**src/rtl/ps2_tx.sv**
```systemverilog
// Host-to-device PS/2 transmitter: inhibits the bus, then clocks one command byte
// out under device clocking and checks the ack. Define PS2_TX_RETRY_EN to retry failed frames.
module ps2_tx #(
    parameter int INHIBIT_CYCLES    = 5000,
    parameter int START_HOLD_CYCLES = 100,
    parameter int TIMEOUT_CYCLES    = 750000
) (
    input  logic       clk,
    input  logic       rst,
    input  logic       ps2_clk,
    input  logic       ps2_data,
    input  logic [7:0] tx_data,
    input  logic       tx_start,
    output logic       ps2_clk_oe,
    output logic       ps2_data_oe,
    output logic       busy,
    output logic       done,
    output logic       err
);

    function automatic int max3(input int a, input int b, input int c);
        int m;
        m = (a > b) ? a : b;
        return (m > c) ? m : c;
    endfunction

    localparam int MAX_CYC = max3(INHIBIT_CYCLES, START_HOLD_CYCLES, TIMEOUT_CYCLES);
    localparam int CNT_W   = (MAX_CYC > 1) ? $clog2(MAX_CYC + 1) : 1;

    localparam logic [CNT_W-1:0] INH_LAST  = CNT_W'(INHIBIT_CYCLES - 1);
    localparam logic [CNT_W-1:0] HOLD_LAST = CNT_W'(START_HOLD_CYCLES - 1);
    localparam logic [CNT_W-1:0] TO_LAST   = CNT_W'(TIMEOUT_CYCLES - 1);

    localparam logic [2:0] ST_IDLE      = 3'd0;
    localparam logic [2:0] ST_INHIBIT   = 3'd1;
    localparam logic [2:0] ST_START     = 3'd2;
    localparam logic [2:0] ST_SEND      = 3'd3;
    localparam logic [2:0] ST_ACK       = 3'd4;
    localparam logic [2:0] ST_WAIT_IDLE = 3'd5;
    localparam logic [2:0] ST_DONE      = 3'd6;

    logic [2:0]       state_q, state_d;
    logic [CNT_W-1:0] cnt_q, cnt_d;
    logic [3:0]       bit_cnt_q, bit_cnt_d;
    logic [9:0]       shift_q, shift_d;
    logic             clk_oe_q, clk_oe_d;
    logic             data_oe_q, data_oe_d;
    logic             busy_q, busy_d;
    logic             done_q, done_d;
    logic             err_q, err_d;
    logic             nack_q, nack_d;
    logic [2:0]       clk_sync_q, data_sync_q;
`ifdef PS2_TX_RETRY_EN
    logic [9:0]       frame_q, frame_d;
    logic [1:0]       retry_q, retry_d;
`endif

    logic       clk_s, data_s, clk_fall, timeout;
    logic       attempt_end, attempt_fail;
    logic [9:0] frame_in;

    // Stage [1] is the current synchronized level, stage [2] the previous one.
    assign clk_s    = clk_sync_q[1];
    assign data_s   = data_sync_q[1];
    assign clk_fall = clk_sync_q[2] & ~clk_sync_q[1];
    assign timeout  = (cnt_q == TO_LAST);
    assign frame_in = {1'b1, ~^tx_data, tx_data};

    always_comb begin
        state_d      = state_q;
        cnt_d        = cnt_q;
        bit_cnt_d    = bit_cnt_q;
        shift_d      = shift_q;
        clk_oe_d     = clk_oe_q;
        data_oe_d    = data_oe_q;
        busy_d       = busy_q;
        done_d       = 1'b0;
        err_d        = err_q;
        nack_d       = nack_q;
        attempt_end  = 1'b0;
        attempt_fail = 1'b0;
`ifdef PS2_TX_RETRY_EN
        frame_d      = frame_q;
        retry_d      = retry_q;
`endif

        case (state_q)
            ST_IDLE, ST_DONE: begin
                state_d = ST_IDLE;
                if (tx_start) begin
                    state_d   = ST_INHIBIT;
                    shift_d   = frame_in;
                    busy_d    = 1'b1;
                    clk_oe_d  = 1'b1;
                    data_oe_d = 1'b0;
                    cnt_d     = '0;
                    nack_d    = 1'b0;
`ifdef PS2_TX_RETRY_EN
                    frame_d   = frame_in;
                    retry_d   = 2'd0;
`endif
                end
            end

            ST_INHIBIT: begin
                if (cnt_q == INH_LAST) begin
                    data_oe_d = 1'b1;
                    cnt_d     = '0;
                    state_d   = ST_START;
                end else begin
                    cnt_d = cnt_q + CNT_W'(1);
                end
            end

            ST_START: begin
                if (cnt_q == HOLD_LAST) begin
                    clk_oe_d  = 1'b0;
                    bit_cnt_d = 4'd0;
                    cnt_d     = '0;
                    state_d   = ST_SEND;
                end else begin
                    cnt_d = cnt_q + CNT_W'(1);
                end
            end

            // From clock release onward the shared counter is the timeout watchdog.
            ST_SEND, ST_ACK, ST_WAIT_IDLE: begin
                cnt_d = cnt_q + CNT_W'(1);
                if (timeout) begin
                    attempt_end  = 1'b1;
                    attempt_fail = 1'b1;
                end else if (state_q == ST_SEND) begin
                    if (clk_fall) begin
                        data_oe_d = ~shift_q[0];
                        shift_d   = {1'b0, shift_q[9:1]};
                        bit_cnt_d = bit_cnt_q + 4'd1;
                        if (bit_cnt_q == 4'd9) begin
                            state_d = ST_ACK;
                        end
                    end
                end else if (state_q == ST_ACK) begin
                    if (clk_fall) begin
                        nack_d  = data_s;
                        state_d = ST_WAIT_IDLE;
                    end
                end else begin
                    if (clk_s && data_s) begin
                        attempt_end  = 1'b1;
                        attempt_fail = nack_q;
                    end
                end
            end

            default: state_d = ST_IDLE;
        endcase

        if (attempt_end) begin
`ifdef PS2_TX_RETRY_EN
            if (attempt_fail && (retry_q != 2'd2)) begin
                retry_d   = retry_q + 2'd1;
                shift_d   = frame_q;
                clk_oe_d  = 1'b1;
                data_oe_d = 1'b0;
                cnt_d     = '0;
                nack_d    = 1'b0;
                state_d   = ST_INHIBIT;
            end else
`endif
            begin
                clk_oe_d  = 1'b0;
                data_oe_d = 1'b0;
                busy_d    = 1'b0;
                done_d    = 1'b1;
                err_d     = attempt_fail;
                state_d   = ST_DONE;
            end
        end
    end

    always_ff @(posedge clk or negedge rst) begin
        if (!rst) begin
            state_q     <= ST_IDLE;
            cnt_q       <= '0;
            bit_cnt_q   <= 4'd0;
            shift_q     <= 10'd0;
            clk_oe_q    <= 1'b0;
            data_oe_q   <= 1'b0;
            busy_q      <= 1'b0;
            done_q      <= 1'b0;
            err_q       <= 1'b0;
            nack_q      <= 1'b0;
            clk_sync_q  <= 3'd0;
            data_sync_q <= 3'd0;
`ifdef PS2_TX_RETRY_EN
            frame_q     <= 10'd0;
            retry_q     <= 2'd0;
`endif
        end else begin
            state_q     <= state_d;
            cnt_q       <= cnt_d;
            bit_cnt_q   <= bit_cnt_d;
            shift_q     <= shift_d;
            clk_oe_q    <= clk_oe_d;
            data_oe_q   <= data_oe_d;
            busy_q      <= busy_d;
            done_q      <= done_d;
            err_q       <= err_d;
            nack_q      <= nack_d;
            clk_sync_q  <= {clk_sync_q[1:0], ps2_clk};
            data_sync_q <= {data_sync_q[1:0], ps2_data};
`ifdef PS2_TX_RETRY_EN
            frame_q     <= frame_d;
            retry_q     <= retry_d;
`endif
        end
    end

    assign ps2_clk_oe  = clk_oe_q;
    assign ps2_data_oe = data_oe_q;
    assign busy        = busy_q;
    assign done        = done_q;
    assign err         = err_q;

endmodule

```
**config.mk**
```make
export PLATFORM = sky130hd
export DESIGN_NAME = ps2_tx
export DESIGN_NICKNAME = d
export VERILOG_FILES = /design/src/rtl/ps2_tx.sv
export SDC_FILE = /design/constraint.sdc
export NUM_CORES = 1
export LEC_CHECK = 0
export BUFFER_PORTS_ARGS = -buffer_cell sky130_fd_sc_hd__buf_2
export CAP_MARGIN = 20
export CORE_UTILIZATION = 60
export CTS_BUF_LIST = sky130_fd_sc_hd__clkbuf_16
export DETAILED_ROUTE_END_ITERATION = 10
export GPL_ROUTABILITY_DRIVEN = 0
export HOLD_SLACK_MARGIN = 0.12
export PLACE_DENSITY = 0.84
export SLEW_MARGIN = 20
export SYNTH_ARGS = -nofsm -noshare
export SYNTH_HDL_FRONTEND = slang
export SYNTH_SLANG_ARGS = --single-unit
```
**constraint.sdc**
```tcl
create_clock -name clk -period 2.3 [get_ports clk]
set_input_delay 0.115 -clock clk [delete_from_list [all_inputs] [get_ports clk]]
set_output_delay 0.115 -clock clk [all_outputs]
set_load 0.05 [all_outputs]
```
# [Word-level counts from Yosys, hierarchy flattened]
# Cells that the tools add are included.
# Widths: inputs -> output; s select.
[classes] multipliers=0 reduce_logical=20 n_div=0 eq_ne=27 addsub=2 n_lt_le_gt_ge=0 bitwise_logic=3 muxes=54 shifts=0
[op_table] operator="$pmux 20 s4" count=1
[op_table] operator="$mux 20" count=3
[op_table] operator="$mux 10" count=4
[op_table] operator="$mux 1" count=27
[op_table] operator="$mux 3" count=9
[op_table] operator="$add 20x1->20 const B" count=1
[op_table] operator="$eq 20x13->1 const B" count=1
[op_table] operator="$eq 20x20->1 const B" count=1
[op_table] operator="$eq 20x7->1 const B" count=1
[op_table] operator="$pmux 10 s2" count=1
[op_table] operator="$ne 3x3->1 const B" count=6
[op_table] operator="$mux 4" count=4
[op_table] operator="$ne 4x4->1 const B" count=4
[op_table] operator="$ne 2x2->1 const B" count=7
[op_table] operator="$pmux 3 s4" count=1
[op_table] operator="$reduce_and 6->1" count=2
[op_table] operator="$reduce_and 5->1" count=2
[op_table] operator="$eq 3x3->1 const B" count=3
[op_table] operator="$pmux 4 s2" count=1
[op_table] operator="$reduce_bool 2->1" count=4
[op_table] operator="$reduce_bool 4->1" count=2
[op_table] operator="$reduce_xnor 8->1" count=1
[op_table] operator="$reduce_and 7->1" count=1
[op_table] operator="$eq 3x2->1 const B" count=2
[op_table] operator="14 further kinds" count=17
[word_totals] mem_count=0 elab_cells=118 latchBits=0 regBits=48 out_inout_bits=5 ramBits=0 romBits=0

# [Logic depth before layout (Yosys ltp)]
# Gate-level depths: netlist of run 1.
[logic_depth] depth_word=8 depth_mapped=7 ltp_nobuf=6

# [Worst setup path after synthesis of run 1]
# OpenSTA, ideal clock, no wires.
[synth_path] path_type="register to register" startpoint="register cnt_q[0]" endpoint="register shift_q[0]" arrival_time_ps=1853 required_time_ps=2175 setup_time_ps=125 path_stages_with_launch=7 path_slack_ps=322 synth_period_minus_slack_ps=1978 cell_sequence="dfrtp_1 ha_1 nand4_1 nor3_1 a31oi_4 a21oi_4 mux2_2"
[synth_via] elab_chain_len=3
[synth_lines] item="start: declaration" line="43" rtl="logic [CNT_W-1:0] cnt_q, cnt_d;"
[synth_lines] item="start signal: assignment" line="200" rtl="cnt_q <= cnt_d;"
[synth_lines] item="$eq 20x20->1" line="66" rtl="assign timeout = (cnt_q == TO_LAST);"
[synth_lines] item="$ne 2x2->1 (no line)"
[synth_lines] item="$reduce_and 5->1 (no line)"
[synth_lines] item="end signal: assignment" line="202" rtl="shift_q <= shift_d;"
[synth_lines] item="end: declaration" line="45" rtl="logic [9:0] shift_q, shift_d;"
# No other way between the ends.
# A chain may end at the register's enable or synchronous reset.

# [Worst setup path in the final report of run 1]
# Same ends and word-level chain as after synthesis.

==> results of run 1 <==
-- power breakdown --
| group | leakage [nW] | total, mW | internal, mW | switching (mW) |
|---|---|---|---|---|
| clock | 0.0944 | 0.946 | 0.626 | 0.319 |
| sequential | 0.644 | 0.851 | 0.848 | 0.00296 |
| combinational | 0.665 | 0.0814 | 0.0392 | 0.0422 |
| total | 1.40 | 1.88 | 1.51 | 0.364 |
-- cell usage in the layout (no fill, tap or decap), types with 3 or more instances in the layout --
master | netlist | layout
a21oi_1 | 3 | 3
a31oi_1 | 4 | 4
and3_1 | 3 | 3
and4_1 | 4 | 4
buf_2 | 2 | 17
buf_4 | 1 | 10
clkbuf_16 | 0 | 5
dfrtp_1 | 48 | 48
dlygate4sd3_1 | 0 | 3
ha_1 | 3 | 3
inv_1 | 8 | 8
mux2_2 | 18 | 18
mux2i_1 | 4 | 4
nand2_1 | 26 | 26
nand3_1 | 11 | 11
nand4_1 | 6 | 6
nor2_1 | 30 | 30
nor2b_1 | 5 | 5
nor3_1 | 14 | 14
nor4_1 | 7 | 7
o21ai_0 | 11 | 11
o22ai_1 | 3 | 3
o31a_1 | 3 | 3
xnor2_1 | 22 | 22
-- state kept, by name, summed over array words and instances, names as in the netlist --
name	cells
bit_cnt_q	4
nack_q	1
busy	1
err	1
ps2_data_oe	1
shift_q	10
data_sync_q	2
state_q	3
ps2_clk_oe	1
cnt_q	20
done	1
clk_sync_q	3
-- logic make-up (layout without fill, tap and decap cells) --
family	after synthesis	in the layout
buf+inv	15	47
flops	48	48
xor+xnor	23	23
mux	22	22
fa+ha+maj	4	4
compound gates	42	42
simple gates	122	122
-- per-layer routing --
layer / share of wire [%] / vias up
met4: 3.3 / 0
met3: 5.4 / 26
met2: 49 / 93
met1: 43 / 1115
li1: - / 1058
met5: 0 / -
-- repair_timing --
item,CTS,global route
hold buffers,3,0
endpoints found under the hold margin,16,0
resized for setup,0,1
setup endpoints to repair,0,20
buffers inserted,0,1
-- worst min-delay path: stages --
cell    delay [ps]
buf_2           90
mux2_2         130
mux2_2         130
-- metrics by stage --
step / utilization [%] / cells
after CTS: 72.1 / 359
after global placement: 66.9 / 348
after floorplan: - / 276
after global routing: 72.7 / 360
after detailed placement: 66.9 / 348
final: 72.7 / 360
-- layout make-up --
type	instances	area, µm²
Multi-Input combinational cell	213	1460
Clock inverter	3	68.8
Clock buffer	5	125
Inverter	8	30.0
Tap cell	52	65.1
Sequential cell	48	1200
Timing Repair Buffer	31	210
Fill cell	299	1190
-- worst min-delay path by stage --
stage                     startpoint      endpoint  slack (ps)  depth (start not counted)
after floorplan                  rst  bit_cnt_q[0]        -180                          0
after global placement           rst      cnt_q[3]          30                          1
after detailed placement         rst      cnt_q[3]          40                          1
after CTS                 tx_data[4]    shift_q[4]         210                          3
after global routing      tx_data[3]    shift_q[3]         220                          3
final                     tx_data[4]    shift_q[4]         210                          3
==> reports/results.tsv, run 1 <==
stage	metric	value	unit
critical_path	crit_fanout	9	
route	drtIter0Drc	262	
logic_synthesis	synth_top_area_cell	dfrtp_1	
global_route	busiest_layer	met2	
placement	post_dp_cell_area	2910	µm²
sta	fin_hold_ws	213	ps
die	placementRows	24	
clock_network	cts-root-buf	clkbuf_16	
critical_path	crit_end	shift_q[0]	
route	drc	0	
logic_synthesis	synth_ff_type	dfrtp_1	
sta	setup_tns	0	ps
clock_network	insertion_delay	290	ps
route	ant_nets	0	
die	die_h	69.3	µm
logic_synthesis	yosys.area_share.adder	1.75	%
global_route	grt_use_met1	35.9	%
logic_synthesis	yosysSeqAreaShare	44.1	%
logic_synthesis	synth_area_leaders	dfrtp_1, mux2_2, xnor2_1	
logic_synthesis	synth_compound_area_share	11.9	%
global_route	grt_pass1_wl	10400	µm
logic_synthesis	synthesis.area	2720	µm²
logic_synthesis	synthesis.nets	292	
outcome	run_status	complete, no violations	
sta	rsz0062_at_grt	false	
finish	finalNetCount	323	
global_route	grtUsageMet2	41.7	%
power_and_ir_drop	totalPowerFinal	1.88	mW
global_route	grt_pass1_vias	2236	
logic_synthesis	synthSimpleGateAreaFrac	23.6	%
power_and_ir_drop	powerDensity	594	nW/µm²
global_route	antenna_found_initial	0	
sta	worst_slack	237	ps
critical_path	max_stage_delay	400	ps
critical_path	rr_endpoint	shift_q[0]	
die	start_util	62.5	%
logic_synthesis	synth_area_per_cell	9.86	µm²
finish	num_antenna_cells	0	
route	viasPerCell	6.37	
critical_path	cp_num_buf_inv	1	
logic_synthesis	synth-async-reset-ratio	100	%
critical_path	crit_slowest_cell	dfrtp_1	
sta	slew_viol_final	0	
logic_synthesis	yosysMostFrequentCell	dfrtp_1	
critical_path	cp.arrival	2230	ps
route	totalWireLength	6200	µm
route	wl_per_cell	17.2	µm
critical_path	cp-startpoint	cnt_q[0]	
placement	portBuffers	17	
global_route	grt_max_degree	35	
logic_synthesis	yosys.area.top_type_share	44.1	%
logic_synthesis	netlist_instances	276	
route	vias	2292	
critical_path	reg2reg_from	cnt_q[0]	
logic_synthesis	synth-edff-count	0	
logic_synthesis	yosys_register_bits	48	
sta	slew_headroom	47.4	%
critical_path	critPathRequiredTime	2470	ps
die	coreArea	4350	µm²
finish	stdcell_area	3160	µm²
critical_path	path_cells	ha_1 > nand4_1 > nor3_1 > buf_4 > a31oi_4 > a21oi_4 > mux2_2	
critical_path	r2r_cells	7	
sta	final.min_clock_period	2060	ps
power_and_ir_drop	p_leak	1.40	nW
finish	drive_gt1_share	21.1	%
flow_run	max-cap-violations	0	
sta	finalClockSkew	10.3	ps
placement	hpwl	4290	µm
route	drtPass1Iterations	5	
global_route	globalRouteOverflowTotal	0	
global_route	use_met3	6.83	%
sta	setup_viol	0	
die	die_x	69.3	µm
clock_network	numCtsBuffers	5	
logic_synthesis	synth_common_cells	dfrtp_1, nor2_1, nand2_1	
logic_synthesis	synth_top_family_by_area	simple AND/OR/NAND/NOR gates	
critical_path	cp_top_family	compound AO/OA/AOI/OAI gates	
logic_synthesis	synth_xor_area_share	7.40	%
clock_network	cts_max_path_buffers	2	
sta	fin_crit_sh	89.7	%
sta	final_hold_viol_count	0	
critical_path	r2r_slack	240	ps
sta	fmax	0.485	GHz
logic_synthesis	synthDistinctLibCells	54	
global_route	grt_usage	27.0	%
placement	pre_cts_ws	20.7	ps
min_path	min_path_type	input port to flop	
critical_path	cp-start-kind	flop	
clock_network	clk_pin_slew	60	ps
critical_path	cp.depth	7	
power_and_ir_drop	peakVddDrop	0.410	mV
critical_path	crit_type	flop to flop	
die	dieArea	4810	µm²
sta	tightestPinTransition	789	ps
clock_network	htreeDepth	2	
critical_path	cp-end-kind	flop	
finish	syn2layout_area_growth	16.3	%
die	num_io_pins	18	
clock_network	clkSinkCount	48	
logic_synthesis	synth_mux_area_share	8.92	%
clock_network	cts_tree	done	
logic_synthesis	yosysWarnings	0	
Power figures use the tool's default switching activity.
==> inputs of run 2 (changes only) <==
--- a/config.mk
+++ b/config.mk
@@ -5,6 +5,7 @@
 export SDC_FILE = /design/constraint.sdc
 export NUM_CORES = 1
 export LEC_CHECK = 0
+export ABC_AREA = 1
 export BUFFER_PORTS_ARGS = -buffer_cell sky130_fd_sc_hd__buf_2
 export CAP_MARGIN = 20
 export CORE_UTILIZATION = 60
==> run 2 against run 1 <==
Against the previous run: final area grew 7.1%; sequential power about the same; critical path depth increased by 3; maximum frequency is 0.27% lower; combinational power decreased by 4.7%; register-to-register slack barely moved; routed wire length is 16% higher; die area rose by 10%; critical path type unchanged.
==> reports/results.tsv, run 2 <==
stage	metric	value	unit	change
logic_synthesis	synth-async-reset-ratio	100	%	unchanged
logic_synthesis	yosysMostFrequentCell	nand2_1		
logic_synthesis	synth-edff-count	0		unchanged
global_route	grt_pass1_vias	2633		+18%
critical_path	critPathRequiredTime	2460	ps	about the same
critical_path	crit_fanout	9		unchanged
route	wl_per_cell	13.6	µm	-21%
finish	top_register	cnt_q		
logic_synthesis	synthesis.nets	453		+55%
finish	syn2layout_area_growth	12.7	%	
sta	slew_headroom	64.2	%	+17 points
logic_synthesis	synth_area_leaders	dfrtp_1, nand2_1, nor2_1		
clock_network	htreeDepth	2		unchanged
logic_synthesis	yosysWarnings	0		unchanged
placement	hpwl	5200	µm	+21%
sta	finalClockSkew	4.45	ps	-5.83 ps
critical_path	cp-end-kind	flop		
sta	rsz0062_at_grt	false		
logic_synthesis	netlist_instances	437		+58%
outcome	run_status	complete, no violations		
sta	setup_tns	0	ps	unchanged
power_and_ir_drop	totalPowerFinal	1.76	mW	-6.5%
min_path	min_path_type	input port to flop		
die	dieArea	5300	µm²	+10%
critical_path	rr_endpoint	cnt_q[4]		
finish	drive_gt1_share	9.89	%	-11 points
critical_path	reg2reg_from	cnt_q[0]		
critical_path	r2r_cells	10		+3
critical_path	crit_type	flop to flop		
logic_synthesis	synth_ff_type	dfrtp_1		
die	die_h	72.8	µm	+5.0%
power_and_ir_drop	powerDensity	518	nW/µm²	-13%
logic_synthesis	synth_top_area_cell	dfrtp_1		
clock_network	cts-root-buf	clkbuf_16		
sta	fmax	0.483	GHz	-0.27%
global_route	grt_usage	29.6	%	+2.6 points
sta	tightestPinTransition	538	ps	-251 ps
clock_network	postCtsSetupRepairBufs	0		unchanged
finish	num_antenna_cells	0		unchanged
logic_synthesis	yosys.area.top_type_share	40.0	%	-4.2 points
flow_run	max-cap-violations	0		unchanged
finish	stdcell_area	3390	µm²	+7.1%
die	die_x	72.8	µm	+5.0%
finish	utilization	70.8	%	-1.9 points
sta	final_hold_viol_count	0		unchanged
global_route	grt_pass1_wl	12000	µm	+16%
placement	portBuffers	17		unchanged
clock_network	numCtsBuffers	5		unchanged
clock_network	cts_tree	done		
min_path	worstHoldEndpoint	shift_q[3]		
global_route	globalRouteOverflowTotal	0		unchanged
die	start_util	62.8	%	+0.32 points
route	drc	0		unchanged
sta	slew_viol_final	0		unchanged
critical_path	cp-start-kind	flop		
min_path	worstHoldPathCells	5		+2
logic_synthesis	yosysSeqAreaShare	40.0	%	-4.2 points
finish	mostFrequentLayoutCell	nand2_1		
finish	top_regs	cnt_q x20, shift_q x10, bit_cnt_q x4		
clock_network	clk_pin_slew	70	ps	about the same
global_route	grt_max_degree	35		unchanged
logic_synthesis	yosys_register_bits	48		unchanged
clock_network	insertion_delay	290	ps	about the same
clock_network	cts_max_path_buffers	2		unchanged
placement	place_inst	521		+50%
route	ant_nets	0		unchanged
power_and_ir_drop	peakVddDrop	0.311	mV	-24%
clock_network	clkSinkCount	48		unchanged
min_path	holdCritStartpoint	tx_data[3]		
die	coreArea	4790	µm²	+9.9%
global_route	antenna_found_initial	0		unchanged
clock_network	post_cts_resized	0		unchanged
power_and_ir_drop	p_leak	1.71	nW	+22%
logic_synthesis	synthesis.area	3010	µm²	+10%
finish	finalNetCount	480		+49%
route	drtPass1Iterations	7		+2
finish	largest_register_ffs	20		unchanged
die	placementRows	25		+4.2%
sta	fin_crit_sh	89.9	%	+0.24 points
finish	layout_common_cells	nand2_1, nor2_1, dfrtp_1		
sta	setup_viol	0		unchanged
logic_synthesis	synth_area_per_cell	6.88	µm²	-30%
route	drtIter0Drc	407		+55%
placement	post_dp_cell_area	3190	µm²	+9.5%
route	totalWireLength	7210	µm	+16%
logic_synthesis	synthDistinctLibCells	34		-37%
critical_path	cp.arrival	2230	ps	about the same
die	num_io_pins	18		unchanged
route	viasPerCell	5.50		-14%
logic_synthesis	synth_common_cells	nand2_1, nor2_1, dfrtp_1		
finish	fin_cells	532		+48%
critical_path	r2r_slack	230	ps	about the same
sta	final.min_clock_period	2070	ps	+5.54 ps
route	vias	2928		+28%
run 2: where the power goes:
part / leakage [nW] / total, mW / switching [mW] / internal (mW)
clock network: 0.0798 / 0.825 / 0.314 / 0.511
registers: 0.577 / 0.854 / 0.00342 / 0.850
logic: 1.06 / 0.0776 / 0.0494 / 0.0281
total: 1.71 / 1.76 / 0.367 / 1.39
run 2: cells by family (layout without fill, tap and decap cells):
logic type / after synthesis / count (layout) / share of synthesized area (%)
buf+inv: 49 / 77 / 6.37
simple gates: 288 / 288 / 40.9
xor+xnor: 19 / 19 / 5.53
fa+ha+maj: 3 / 3 / 1.25
compound gates: 30 / 30 / 6.03
flops: 48 / 48 / 39.9
run 2: repair_timing:
item                                   4_1_cts  5_1_grt
endpoints found under the hold margin       16        0
hold buffers                                 3        0
setup endpoints to repair                    0        0
run 2: worst max-delay path, cell delays in order (launching register included):
cell	delay (ps)
dfrtp_1	470
ha_1	250
inv_1	50
nor2_1	80
nand3_1	80
nor2_1	140
nand2_1	100
nand2_1	110
nand3_2	190
nor2_2	360
nor2_1	110
run 2: worst max-delay path by stage:
stage,cells past startpoint,to,start,slack [ps]
6_report,10,cnt_q[4],cnt_q[0],230
5_1_grt,10,cnt_q[4],cnt_q[0],50
4_1_cts,10,cnt_q[4],cnt_q[0],250
3_5_place_dp,10,cnt_q[4],cnt_q[0],290
3_3_place_gp,9,shift_q[9],cnt_q[0],360
2_1_floorplan,10,cnt_q[12],cnt_q[0],660
run 2: stage by stage:
step / worst slack, ps / hold WS, ps
floorplan: 665 / -181
finish: 232 / 170
CTS: 254 / 169
global route: 47.4 / 217
detailed placement: 287 / 19.6
global placement: 365 / 19.1
run 2: final cells by class:
cell class / count / area (µm²)
multi-input combinational: 340 / 1610
fill: 421 / 1400
sequential: 48 / 1200
inverter: 43 / 161
timing repair buffer: 26 / 160
clock buffer: 5 / 125
tap: 67 / 83.8
clock inverter: 3 / 42.5
run 2: routing by layer:
metal / global-route usage, % / vias to the layer above / routed length, µm
met3: 6.22 / 25 / 537
li1: - / 1439 / -
met5: 0 / - / 0
met1: 40.5 / 1333 / 3150
met4: 10.9 / 0 / 200
met2: 46.5 / 131 / 3320
